File: src/rtl/muldiv_pkg.sv
// muldiv_pkg: shared op codes, FSM states and default width
// for the iterative multiply/divide unit.
package muldiv_pkg;

   localparam int MD_WIDTH = 32;

   localparam logic [3:0] OP_NOP   = 4'd0;
   localparam logic [3:0] OP_MULT  = 4'd1;
   localparam logic [3:0] OP_MULTU = 4'd2;
   localparam logic [3:0] OP_DIV   = 4'd3;
   localparam logic [3:0] OP_DIVU  = 4'd4;
   localparam logic [3:0] OP_MFHI  = 4'd5;
   localparam logic [3:0] OP_MFLO  = 4'd6;
   localparam logic [3:0] OP_MTHI  = 4'd7;
   localparam logic [3:0] OP_MTLO  = 4'd8;

   typedef enum logic [1:0] {
      S_IDLE,
      S_MUL,
      S_DIV,
      S_FIX
   } state_e;

   function automatic logic is_muldiv(input logic [3:0] op);
      return (op >= OP_MULT) && (op <= OP_DIVU);
   endfunction

endpackage

File: src/rtl/muldiv_step.sv
// muldiv_step: one combinational iteration of unsigned shift-add
// multiply (div_i=0) or restoring divide (div_i=1).
// Ports: div_i mode, acc_i/acc_o {upper,lower} accumulator,
// opb_i multiplicand or divisor.
module muldiv_step #(
   parameter int W = 32
) (
   input  logic           div_i,
   input  logic [2*W-1:0] acc_i,
   input  logic [W-1:0]   opb_i,
   output logic [2*W-1:0] acc_o
);

   logic [W:0] sum;
   logic [W:0] shl;
   logic [W:0] trial;

   always_comb begin
      // mul: low half holds the remaining multiplier bits
      sum   = {1'b0, acc_i[2*W-1:W]}
            + (acc_i[0] ? {1'b0, opb_i} : '0);
      // div: remainder shifted left with next dividend bit
      shl   = {acc_i[2*W-1:W], acc_i[W-1]};
      trial = shl - {1'b0, opb_i};
      if (div_i) begin
         if (trial[W])
            acc_o = {shl[W-1:0], acc_i[W-2:0], 1'b0};
         else
            acc_o = {trial[W-1:0], acc_i[W-2:0], 1'b1};
      end else begin
         acc_o = {sum, acc_i[W-1:1]};
      end
   end

endmodule

File: src/rtl/muldiv_ctrl.sv
// muldiv_ctrl: iterative MULT/MULTU/DIV/DIVU unit owning HI/LO.
// Ports: op_valid/op/DataA/DataB/flush in; busy, stall, done,
// hi, lo, rd_data (MFHI/MFLO read, combinational) out.
module muldiv_ctrl
   import muldiv_pkg::*;
#(
   parameter int WIDTH = MD_WIDTH
) (
   input  logic             clk,
   input  logic             rst,
   input  logic             op_valid,
   input  logic [3:0]       op,
   input  logic [WIDTH-1:0] DataA,
   input  logic [WIDTH-1:0] DataB,
   input  logic             flush,
   output logic             busy,
   output logic             stall,
   output logic             done,
   output logic [WIDTH-1:0] hi,
   output logic [WIDTH-1:0] lo,
   output logic [WIDTH-1:0] rd_data
);

   localparam int CW = $clog2(WIDTH);

   state_e               state_q, state_d;
   logic [CW-1:0]        cnt_q, cnt_d;
   logic [2*WIDTH-1:0]   acc_q, acc_d, step;
   logic [WIDTH-1:0]     opb_q, opb_d;
   logic [WIDTH-1:0]     hi_q, hi_d, lo_q, lo_d;
   logic                 qneg_q, qneg_d;
   logic                 rneg_q, rneg_d;
   logic                 div_q, div_d;
   logic                 done_q, done_d;

   logic                 accept, op_div, op_sgn;
   logic                 a_neg, b_neg, dz;
   logic [WIDTH-1:0]     a_abs, b_abs;
   logic [WIDTH-1:0]     fix_q, fix_r;
   logic [2*WIDTH-1:0]   fix_p;

   muldiv_step #(.W(WIDTH)) u_step (
      .div_i (div_q),
      .acc_i (acc_q),
      .opb_i (opb_q),
      .acc_o (step)
   );

   assign accept = (state_q == S_IDLE) & op_valid
                 & ~flush & is_muldiv(op);
   assign op_div = (op == OP_DIV) | (op == OP_DIVU);
   assign op_sgn = (op == OP_MULT) | (op == OP_DIV);
   assign a_neg  = op_sgn & DataA[WIDTH-1];
   assign b_neg  = op_sgn & DataB[WIDTH-1];
   assign a_abs  = a_neg ? -DataA : DataA;
   assign b_abs  = b_neg ? -DataB : DataB;
   assign dz     = op_div & (DataB == '0);

   // remainder follows dividend sign, quotient/product the xor
   assign fix_p  = qneg_q ? -acc_q : acc_q;
   assign fix_q  = qneg_q ? -acc_q[WIDTH-1:0]
                          : acc_q[WIDTH-1:0];
   assign fix_r  = rneg_q ? -acc_q[2*WIDTH-1:WIDTH]
                          : acc_q[2*WIDTH-1:WIDTH];

   always_ff @(posedge clk or posedge rst) begin
      if (rst) state_q <= S_IDLE;
      else     state_q <= state_d;
   end

   always_comb begin
      state_d = state_q;
      if (flush) begin
         state_d = S_IDLE;
      end else begin
         unique case (state_q)
            S_IDLE: if (accept)
               state_d = dz     ? S_FIX :
                         op_div ? S_DIV : S_MUL;
            S_MUL, S_DIV: if (cnt_q == '0)
               state_d = S_FIX;
            S_FIX: state_d = S_IDLE;
            default: state_d = S_IDLE;
         endcase
      end
   end

   always_comb begin
      busy    = (state_q != S_IDLE);
      stall   = op_valid & busy
              & (op != OP_NOP) & (op <= OP_MTLO);
      rd_data = '0;
      if (op == OP_MFHI)      rd_data = hi_q;
      else if (op == OP_MFLO) rd_data = lo_q;
      done    = done_q;
      hi      = hi_q;
      lo      = lo_q;
   end

   always_comb begin
      cnt_d  = cnt_q;
      acc_d  = acc_q;
      opb_d  = opb_q;
      hi_d   = hi_q;
      lo_d   = lo_q;
      qneg_d = qneg_q;
      rneg_d = rneg_q;
      div_d  = div_q;
      done_d = 1'b0;
      unique case (state_q)
         S_IDLE: begin
            if (accept) begin
               cnt_d = CW'(WIDTH - 1);
               opb_d = b_abs;
               div_d = op_div;
               if (dz) begin
                  acc_d  = {DataA, {WIDTH{1'b1}}};
                  qneg_d = 1'b0;
                  rneg_d = 1'b0;
               end else begin
                  acc_d  = {{WIDTH{1'b0}}, a_abs};
                  qneg_d = a_neg ^ b_neg;
                  rneg_d = a_neg;
               end
            end else if (op_valid & ~flush) begin
               if (op == OP_MTHI) hi_d = DataA;
               if (op == OP_MTLO) lo_d = DataA;
            end
         end
         S_MUL, S_DIV: begin
            acc_d = step;
            if (cnt_q != '0) cnt_d = cnt_q - 1'b1;
         end
         S_FIX: begin
            if (!flush) begin
               if (div_q) {hi_d, lo_d} = {fix_r, fix_q};
               else       {hi_d, lo_d} = fix_p;
               done_d = 1'b1;
            end
         end
         default: ;
      endcase
   end

   always_ff @(posedge clk or posedge rst) begin
      if (rst) begin
         cnt_q  <= '0;
         acc_q  <= '0;
         opb_q  <= '0;
         hi_q   <= '0;
         lo_q   <= '0;
         qneg_q <= 1'b0;
         rneg_q <= 1'b0;
         div_q  <= 1'b0;
         done_q <= 1'b0;
      end else begin
         cnt_q  <= cnt_d;
         acc_q  <= acc_d;
         opb_q  <= opb_d;
         hi_q   <= hi_d;
         lo_q   <= lo_d;
         qneg_q <= qneg_d;
         rneg_q <= rneg_d;
         div_q  <= div_d;
         done_q <= done_d;
      end
   end

endmodule
File: config.mk
export PLATFORM = sky130hd
export DESIGN_NAME = muldiv_ctrl
export DESIGN_NICKNAME = d
export VERILOG_FILES = /design/src/rtl/muldiv_pkg.sv /design/src/rtl/muldiv_step.sv /design/src/rtl/muldiv_ctrl.sv
export SDC_FILE = /design/constraint.sdc
export NUM_CORES = 1
export LEC_CHECK = 0
export CORE_MARGIN = 3
export CORE_UTILIZATION = 50
export CTS_BUF_LIST = sky130_fd_sc_hd__clkbuf_8
export CTS_CLUSTER_DIAMETER = 120
export CTS_CLUSTER_SIZE = 16
export DETAILED_ROUTE_END_ITERATION = 8
export PLACE_DENSITY = 0.72
export SETUP_SLACK_MARGIN = 0.3
export SKIP_LAST_GASP = 1
export SLEW_MARGIN = 30
export SYNTH_ARGS = -nofsm -noshare
export SYNTH_HDL_FRONTEND = slang
export SYNTH_SLANG_ARGS = --single-unit
File: constraint.sdc
create_clock -name clk -period 6.6 [get_ports clk]
set_input_delay 0.66 -clock clk [delete_from_list [all_inputs] [get_ports clk]]
set_output_delay 0.66 -clock clk [all_outputs]
set_load 0.02 [all_outputs]
==> results of run 1 <==
==> state kept, by name, summed over array words and instances, names as in the netlist <==
register  flops
rneg_q        1
qneg_q        1
hi           32
done          1
cnt_q         5
acc_q        64
div_q         1
opb_q        32
state_q       2
lo           32
==> kinds of logic after synthesis <==
| group | count (synthesis) | share of synthesized area (%) |
|---|---|---|
| simple gates | 647 | 20.0 |
| mux | 46 | 3.02 |
| compound gates | 669 | 28.4 |
| xor+xnor | 169 | 9.59 |
| flops | 171 | 27.7 |
| fa+ha+maj | 76 | 6.26 |
| buf+inv | 195 | 5.05 |
==> final cells by class <==
cell class	count	area (um^2)	area share (%)
clock buffers	18	248	1.39
clock inverters	14	160	0.901
inverters	66	255	1.44
multi-input cells	1607	10400	58.7
flip-flops and latches	171	4280	24.1
well taps	390	488	2.74
repair buffers	194	1900	10.7
==> tightest hold or removal path: cells and delay by family (launching register included) <==
kind,cells,cell delay [ns]
flip-flops,1,0.35
AND/OR/NAND/NOR,1,0.05
AO/OA/AOI/OAI,1,0.06
==> power groups by stage <==
stage,Sequential [mW],Combinational [mW],Clock [mW]
after floorplan,2.06,3.98,0
after global placement,2.14,5.68,0
after detailed placement,2.16,5.73,0
after CTS,2.13,5.76,0.816
after global routing,2.23,6.38,0.857
final,2.16,5.85,0.814
==> metal layers <==
layer | GRT usage (%) | share of wire, % | wire length [um] | vias up
met5 | 0 | 0 | 0 | -
met4 | 12.9 | 4.2 | 2230 | 0
met3 | 4.57 | 8.3 | 4420 | 132
met2 | 49.3 | 44 | 23600 | 747
met1 | 43.1 | 43 | 22900 | 7411
li1 | - | - | - | 7389
==> final timing paths <==
| path | startpoint | endpoint | depth (start not counted) |
|---|---|---|---|
| max | acc_q[31]$_DFFE_PP0P_ | acc_q[43]$_DFFE_PP0P_ | 12 |
| min | opb_q[13]$_DFFE_PP0P_ | opb_q[13]$_DFFE_PP0P_ | 2 |
| max reg2reg | acc_q[31]$_DFFE_PP0P_ | acc_q[43]$_DFFE_PP0P_ | 12 |
| min reg2reg | opb_q[13]$_DFFE_PP0P_ | opb_q[13]$_DFFE_PP0P_ | 2 |
| max in group asynchronous | rst | acc_q[15]$_DFFE_PP0P_ | 4 |
| min in group asynchronous | rst | cnt_q[1]$_DFFE_PP0P_ | 2 |
==> placed cells by master, fill, tap and decap left out, types with 8 or more instances in the layout <==
| master | Yosys | final |
|---|---|---|
| sky130_fd_sc_hd__nor4_1 | 19 | 19 |
| sky130_fd_sc_hd__nand4_1 | 9 | 9 |
| sky130_fd_sc_hd__o21ai_0 | 181 | 180 |
| sky130_fd_sc_hd__mux2i_1 | 42 | 42 |
| sky130_fd_sc_hd__a211oi_1 | 39 | 39 |
| sky130_fd_sc_hd__or4_1 | 17 | 17 |
| sky130_fd_sc_hd__o211ai_1 | 18 | 18 |
| sky130_fd_sc_hd__a221oi_1 | 16 | 16 |
| sky130_fd_sc_hd__dfrtp_1 | 171 | 170 |
| sky130_fd_sc_hd__or2_2 | 8 | 8 |
| sky130_fd_sc_hd__nand3_1 | 42 | 41 |
| sky130_fd_sc_hd__clkbuf_8 | 0 | 18 |
| sky130_fd_sc_hd__a21o_1 | 56 | 56 |
| sky130_fd_sc_hd__nand2b_1 | 20 | 19 |
| sky130_fd_sc_hd__o41ai_1 | 18 | 18 |
| sky130_fd_sc_hd__ha_1 | 74 | 72 |
| sky130_fd_sc_hd__and2_1 | 12 | 12 |
| sky130_fd_sc_hd__a22o_1 | 33 | 33 |
| sky130_fd_sc_hd__nand2_1 | 226 | 226 |
| sky130_fd_sc_hd__buf_4 | 3 | 23 |
| sky130_fd_sc_hd__and3_1 | 16 | 16 |
| sky130_fd_sc_hd__clkdlybuf4s50_1 | 0 | 170 |
| sky130_fd_sc_hd__nor2_1 | 163 | 162 |
| sky130_fd_sc_hd__o311ai_0 | 14 | 14 |
| sky130_fd_sc_hd__or3_1 | 20 | 20 |
| sky130_fd_sc_hd__nor2b_1 | 21 | 21 |
| sky130_fd_sc_hd__o31ai_1 | 30 | 30 |
| sky130_fd_sc_hd__xnor2_1 | 83 | 83 |
| sky130_fd_sc_hd__xor2_1 | 86 | 86 |
| sky130_fd_sc_hd__a21oi_1 | 141 | 140 |
| sky130_fd_sc_hd__a31oi_1 | 32 | 32 |
| sky130_fd_sc_hd__nor3_1 | 43 | 43 |
| sky130_fd_sc_hd__inv_1 | 65 | 65 |
| sky130_fd_sc_hd__o21a_1 | 17 | 17 |
==> impl_metrics.csv, run 1 <==
group,metric,value,unit
finish,drive_gt1_share,4.69,%
finish,finalNetCount,2205,
logic_synthesis,post_synth_inst_count,1973,
critical_path,crit_chain,"inv_1 -> ha_1 -> fa_1 -> nand2b_1 -> a21oi_1 -> o21ai_0 -> a31oi_1 -> a32o_1 -> or3_1 -> nand2_1 -> o211a_1 -> o31ai_1",
clocking,setup_buffers_after_cts,0,
power_and_ir_drop,power_per_cell_area,496,nW/um^2
power_and_ir_drop,leakage,7.43,nW
power_and_ir_drop,share_of_total_power_in_the_clock_network,9.2,%
placed_design,dpl_cell_area,17300,um^2
timing,grt_setup_unrepaired,"no",
critical_path,timing_worst_setup_path_type,"reg2reg",
clocking,clock_tree.htree_level_count,4,
timing,slew_violations,0,
timing,final_period_minus_worst_setup_slack,4.23,ns
power_and_ir_drop,p_sw_share,53.6,%
critical_path,crit_required,7.02,ns
power_and_ir_drop,total_switching_power,4.73,mW
logic_synthesis,synth_seq_cells,171,
logic_synthesis,post_synth.cell_area_avg,7.82,um^2
critical_path,cp_data_arrival_time,4.65,ns
finish,num-fill-cells,2837,
critical_path,critical_path.top_delay_family,"compound AO/OA/AOI/OAI gates",
clocking,cts.clk_slew.worst_paths,0.10,ns
floorplanning,die-height,182,um
placed_design,gp_congestion,0.983,
timing,setup_total_negative_slack,0,ns
logic_synthesis,synth.cells.most_frequent,"sky130_fd_sc_hd__nand2_1 (226), sky130_fd_sc_hd__o21ai_0 (181), sky130_fd_sc_hd__dfrtp_1 (171), sky130_fd_sc_hd__nor2_1 (163), sky130_fd_sc_hd__a21oi_1 (141)",
routing,detail_route.wl_per_cell,21.6,um
floorplanning,die_span_x,182,um
critical_path,critical_path.endpoint_type,"register",
routing,firstDrtPassIters,5,
critical_path,critPathMaxStageDelay,0.51,ns
floorplanning,ioPinCount,171,
global_routing,grt_remaining_overflow,0,
logic_synthesis,post-synth-top-area-fraction,27.7,%
placed_design,dpl.cell_count,2427,
power_and_ir_drop,post-layout-total-power,8.83,mW
timing,hold_ws,0.486,ns
routing,initialDrtViolationCount,1447,
logic_synthesis,mappedNetlistArea,15400,um^2
placed_design,dp_worst_setup_slack,2.37,ns
clocking,clock_sink_count,171,
routing,drt_drc_violations_left,0,
logic_synthesis,netlist-cell-type-count,79,
global_routing,grt_first_pass_wirelength,82900,um
critical_path,timing.reg2reg.setup_slack,2.37,ns
logic_synthesis,synth_area_leader_cell,"sky130_fd_sc_hd__dfrtp_1",
clocking,ctsRootBufferMaster,"sky130_fd_sc_hd__clkbuf_8",
finish,finish.utilization,59.2,%
logic_synthesis,synth_area_leaders,"sky130_fd_sc_hd__dfrtp_1 (28%), sky130_fd_sc_hd__ha_1 (6.0%), sky130_fd_sc_hd__o21ai_0 (5.9%)",
timing,layout_worst_path_cycle_share,64.1,%
critical_path,critical_path.startpoint_type,"register",
logic_synthesis,yosys_warning_count,0,
status,outcome,"finished clean",
floorplanning,placeableCoreArea,30000,um^2
clocking,post_cts.resized_instances,0,
finish,postLayoutCellArea,17800,um^2
timing,max_clock_freq,0.236,GHz
timing,finalClockSkew,0.0175,ns
clocking,clock_tree_from_tritoncts,"yes",
routing,vias_per_cell,6.37,
clocking,cts-buffers-inserted,17,
timing,finalSetupViolations,0,
critical_path,cpMaxStageDelayCell,"sky130_fd_sc_hd__dfrtp_1",
clocking,cts-hold-fix-buffers,0,
global_routing,antenna_found_initial,0,
placed_design,io_buffers,170,
timing,final.setup.worst_slack,2.37,ns
floorplanning,num_rows,63,
clocking,clk_latency,0.51,ns
routing,drt_wl_total,53100,um
logic_synthesis,synthFlopType,"sky130_fd_sc_hd__dfrtp_1",
finish,diodes,0,
logic_synthesis,ys_seq_area_share,27.7,%
finish,post_layout_nonfiller_instances,2460,
timing,slew_headroom,30.9,%
hold_path,worstHoldPathType,"reg2reg",
finish,syn2layout_area_growth,15.2,%
floorplanning,floorplan.initialDensity,51.4,%
global_routing,grt_pass1_vias,14600,
global_routing,global_route.usage.total,31.3,%
routing,via_count,15700,
logic_synthesis,proportion_of_synthesized_flip_flops_having_asynchronous_set_or_reset,100,%
timing,number_of_endpoints_with_negative_hold_slack_in_the_final_report,0,
power_and_ir_drop,p_comb_share,66.3,%
logic_synthesis,synth_edf_count,0,
power_and_ir_drop,cellInternalPower,4.10,mW
critical_path,worst_path_bufs_invs,1,
flow_run,drv.max_cap_violation_count,0,
power_and_ir_drop,vdd_drop_max,0.273,mV
power_and_ir_drop,seq_power_share,24.5,%
logic_synthesis,synth.most_common_cell,"sky130_fd_sc_hd__nand2_1",
timing,tightestPinTransition,1.03,ns
clocking,clock_tree.buffer_depth,2,
floorplanning,die_area,33000,um^2
critical_path,crit_fanout,15,
placed_design,detailedPlacementHpwl,40700,um
logic_synthesis,syn-num-nets,2121,
global_routing,grt_max_degree,102,
routing,antenna_violating_nets_post_route,0,
(Power assumes the default switching activity.)
==> run 2, diff against run 1 <==
clock period = 4.03 ns   (was 6.6 ns; I/O delays follow)
==> impl_metrics.csv, run 2 (synthesis gave the netlist of run 1 again) <==
group,metric,value,unit
status,outcome,"finished clean",
finish,postLayoutCellArea,18200,um^2
clocking,clock_tree.htree_level_count,4,
power_and_ir_drop,leakage,7.71,nW
timing,slew_violations,0,
global_routing,global_route.usage.total,31.8,%
routing,drt_drc_violations_left,0,
finish,drive_gt1_share,7.76,%
critical_path,critical_path.endpoint_type,"register",
floorplanning,placeableCoreArea,30000,um^2
critical_path,cp_data_arrival_time,4.06,ns
clocking,clock_tree.buffer_depth,2,
clocking,clk_latency,0.50,ns
global_routing,grt_pass1_vias,14600,
finish,largest_register_ffs,64,
finish,syn2layout_area_growth,18.2,%
clocking,cts.clk_slew.worst_paths,0.11,ns
timing,finalSetupViolations,0,
global_routing,grt_busiest_layer,"met2",
clocking,clock_tree_from_tritoncts,"yes",
finish,finalNetCount,2262,
timing,setup_total_negative_slack,0,ns
floorplanning,floorplan.initialDensity,51.4,%
clocking,cts-buffers-inserted,17,
flow_run,drv.max_cap_violation_count,0,
routing,drt_wl_total,53500,um
finish,largest-register,"acc_q",
timing,grt_setup_unrepaired,"yes",
routing,vias_per_cell,6.24,
placed_design,dpl_cell_area,17700,um^2
routing,detail_route.wl_per_cell,21.3,um
floorplanning,num_rows,63,
finish,post_layout_nonfiller_instances,2517,
clocking,ctsRootBufferMaster,"sky130_fd_sc_hd__clkbuf_8",
critical_path,timing.reg2reg.setup_slack,0.36,ns
routing,antenna_violating_nets_post_route,0,
power_and_ir_drop,power_per_cell_area,810,nW/um^2
global_routing,grt_first_pass_wirelength,83800,um
timing,finalClockSkew,0.0187,ns
critical_path,critical_path.startpoint_type,"register",
critical_path,crit_fanout,8,
floorplanning,die-height,182,um
global_routing,global_route_met2_usage,51.4,%
floorplanning,ioPinCount,171,
placed_design,io_buffers,170,
global_routing,use_met3,5.09,%
finish,most-common-layout-cells,"sky130_fd_sc_hd__nand2_1 (225), sky130_fd_sc_hd__o21ai_0 (179), sky130_fd_sc_hd__clkdlybuf4s50_1 (170)",
timing,number_of_endpoints_with_negative_hold_slack_in_the_final_report,0,
clocking,clock_sink_count,171,
timing,final_period_minus_worst_setup_slack,3.67,ns
placed_design,detailedPlacementHpwl,42000,um
global_routing,grt_met1_usage,44.0,%
floorplanning,die_span_x,182,um
critical_path,crit_required,4.42,ns
global_routing,grt_max_degree,172,
critical_path,timing_worst_setup_path_type,"reg2reg",
placed_design,dpl.cell_count,2480,
power_and_ir_drop,vdd_drop_max,0.338,mV
routing,firstDrtPassIters,6,
global_routing,antenna_found_initial,0,
timing,slew_headroom,39.2,%
timing,tightestPinTransition,0.913,ns
routing,via_count,15700,
timing,max_clock_freq,0.272,GHz
finish,num-fill-cells,2767,
hold_path,worstHoldPathType,"in2async",
finish,final_common_cell,"sky130_fd_sc_hd__nand2_1",
clocking,cts-hold-fix-buffers,0,
floorplanning,die_area,33000,um^2
timing,layout_worst_path_cycle_share,91.1,%
routing,initialDrtViolationCount,1360,
placed_design,gp_congestion,0.963,
finish,diodes,0,
global_routing,grt_remaining_overflow,0,
==> run 2: stage by stage <==
| step | total power, mW | hold WS, ns | utilization, % | setup WS (ns) |
|---|---|---|---|---|
| finish | 14.8 | 0.363 | 60.7 | 0.360 |
| CTS | 14.5 | 0.493 | 60.4 | 0.304 |
| global route | 15.9 | 0.416 | 60.7 | 0.289 |
| global placement | 13.1 | 0.461 | 59.1 | 0.241 |
| detailed placement | 13.2 | 0.471 | 59.1 | 0.191 |
| floorplan | 9.89 | 0.450 | - | 0.686 |
==> run 2: area by class of cell <==
type / instances / area [um^2] / share of cell area [%]
Multi-Input combinational cell: 1607 / 10500 / 57.5
Sequential cell: 171 / 4280 / 23.5
Timing Repair Buffer: 251 / 2340 / 12.8
Tap cell: 390 / 488 / 2.67
Clock buffer: 19 / 262 / 1.43
Inverter: 66 / 255 / 1.40
Clock inverter: 13 / 130 / 0.713
==> run 2: path summary, 6_finish.rpt <==
path | startpoint | endpoint | cells past startpoint
max | acc_q[21]$_DFFE_PP0P_ | hi[21]$_DFFE_PP0P_ | 9
min | rst | hi[3]$_DFFE_PP0P_ | 3
max reg2reg | acc_q[21]$_DFFE_PP0P_ | hi[21]$_DFFE_PP0P_ | 9
min reg2reg | opb_q[21]$_DFFE_PP0P_ | opb_q[21]$_DFFE_PP0P_ | 2
max in group asynchronous | rst | acc_q[59]$_DFFE_PP0P_ | 4
min in group clk | opb_q[21]$_DFFE_PP0P_ | opb_q[21]$_DFFE_PP0P_ | 2
==> run 2: layer usage <==
layer,vias up,routed length (um)
met4,0,1440
li1,7498,-
met1,7411,23500
met5,-,0
met2,721,24400
met3,88,4150
==> run 2: timing repair <==
item                                    CTS  global route
buffers inserted                          0             4
gates resized for setup                   0            13
endpoints found under the setup margin    0            37
==> run 2: critical path, stage by stage, from the launching register on <==
cell and delay [ns]:
sky130_fd_sc_hd__dfrtp_1 0.49, sky130_fd_sc_hd__or4_1 0.56, sky130_fd_sc_hd__or3_1 0.44, sky130_fd_sc_hd__or4_1 0.66
sky130_fd_sc_hd__o21ai_4 0.30, sky130_fd_sc_hd__nor2b_1 0.32, sky130_fd_sc_hd__a21oi_1 0.14, sky130_fd_sc_hd__xnor2_1 0.29
sky130_fd_sc_hd__a211oi_1 0.16, sky130_fd_sc_hd__a21o_1 0.21
==> run 2: where the power goes <==
part | switching, mW | internal, mW | total (mW) | leakage (nW)
logic | 6.16 | 3.93 | 10.1 | 5.36
registers | 0.955 | 2.45 | 3.40 | 2.15
clock network | 0.743 | 0.539 | 1.28 | 0.204
total | 7.86 | 6.92 | 14.8 | 7.71
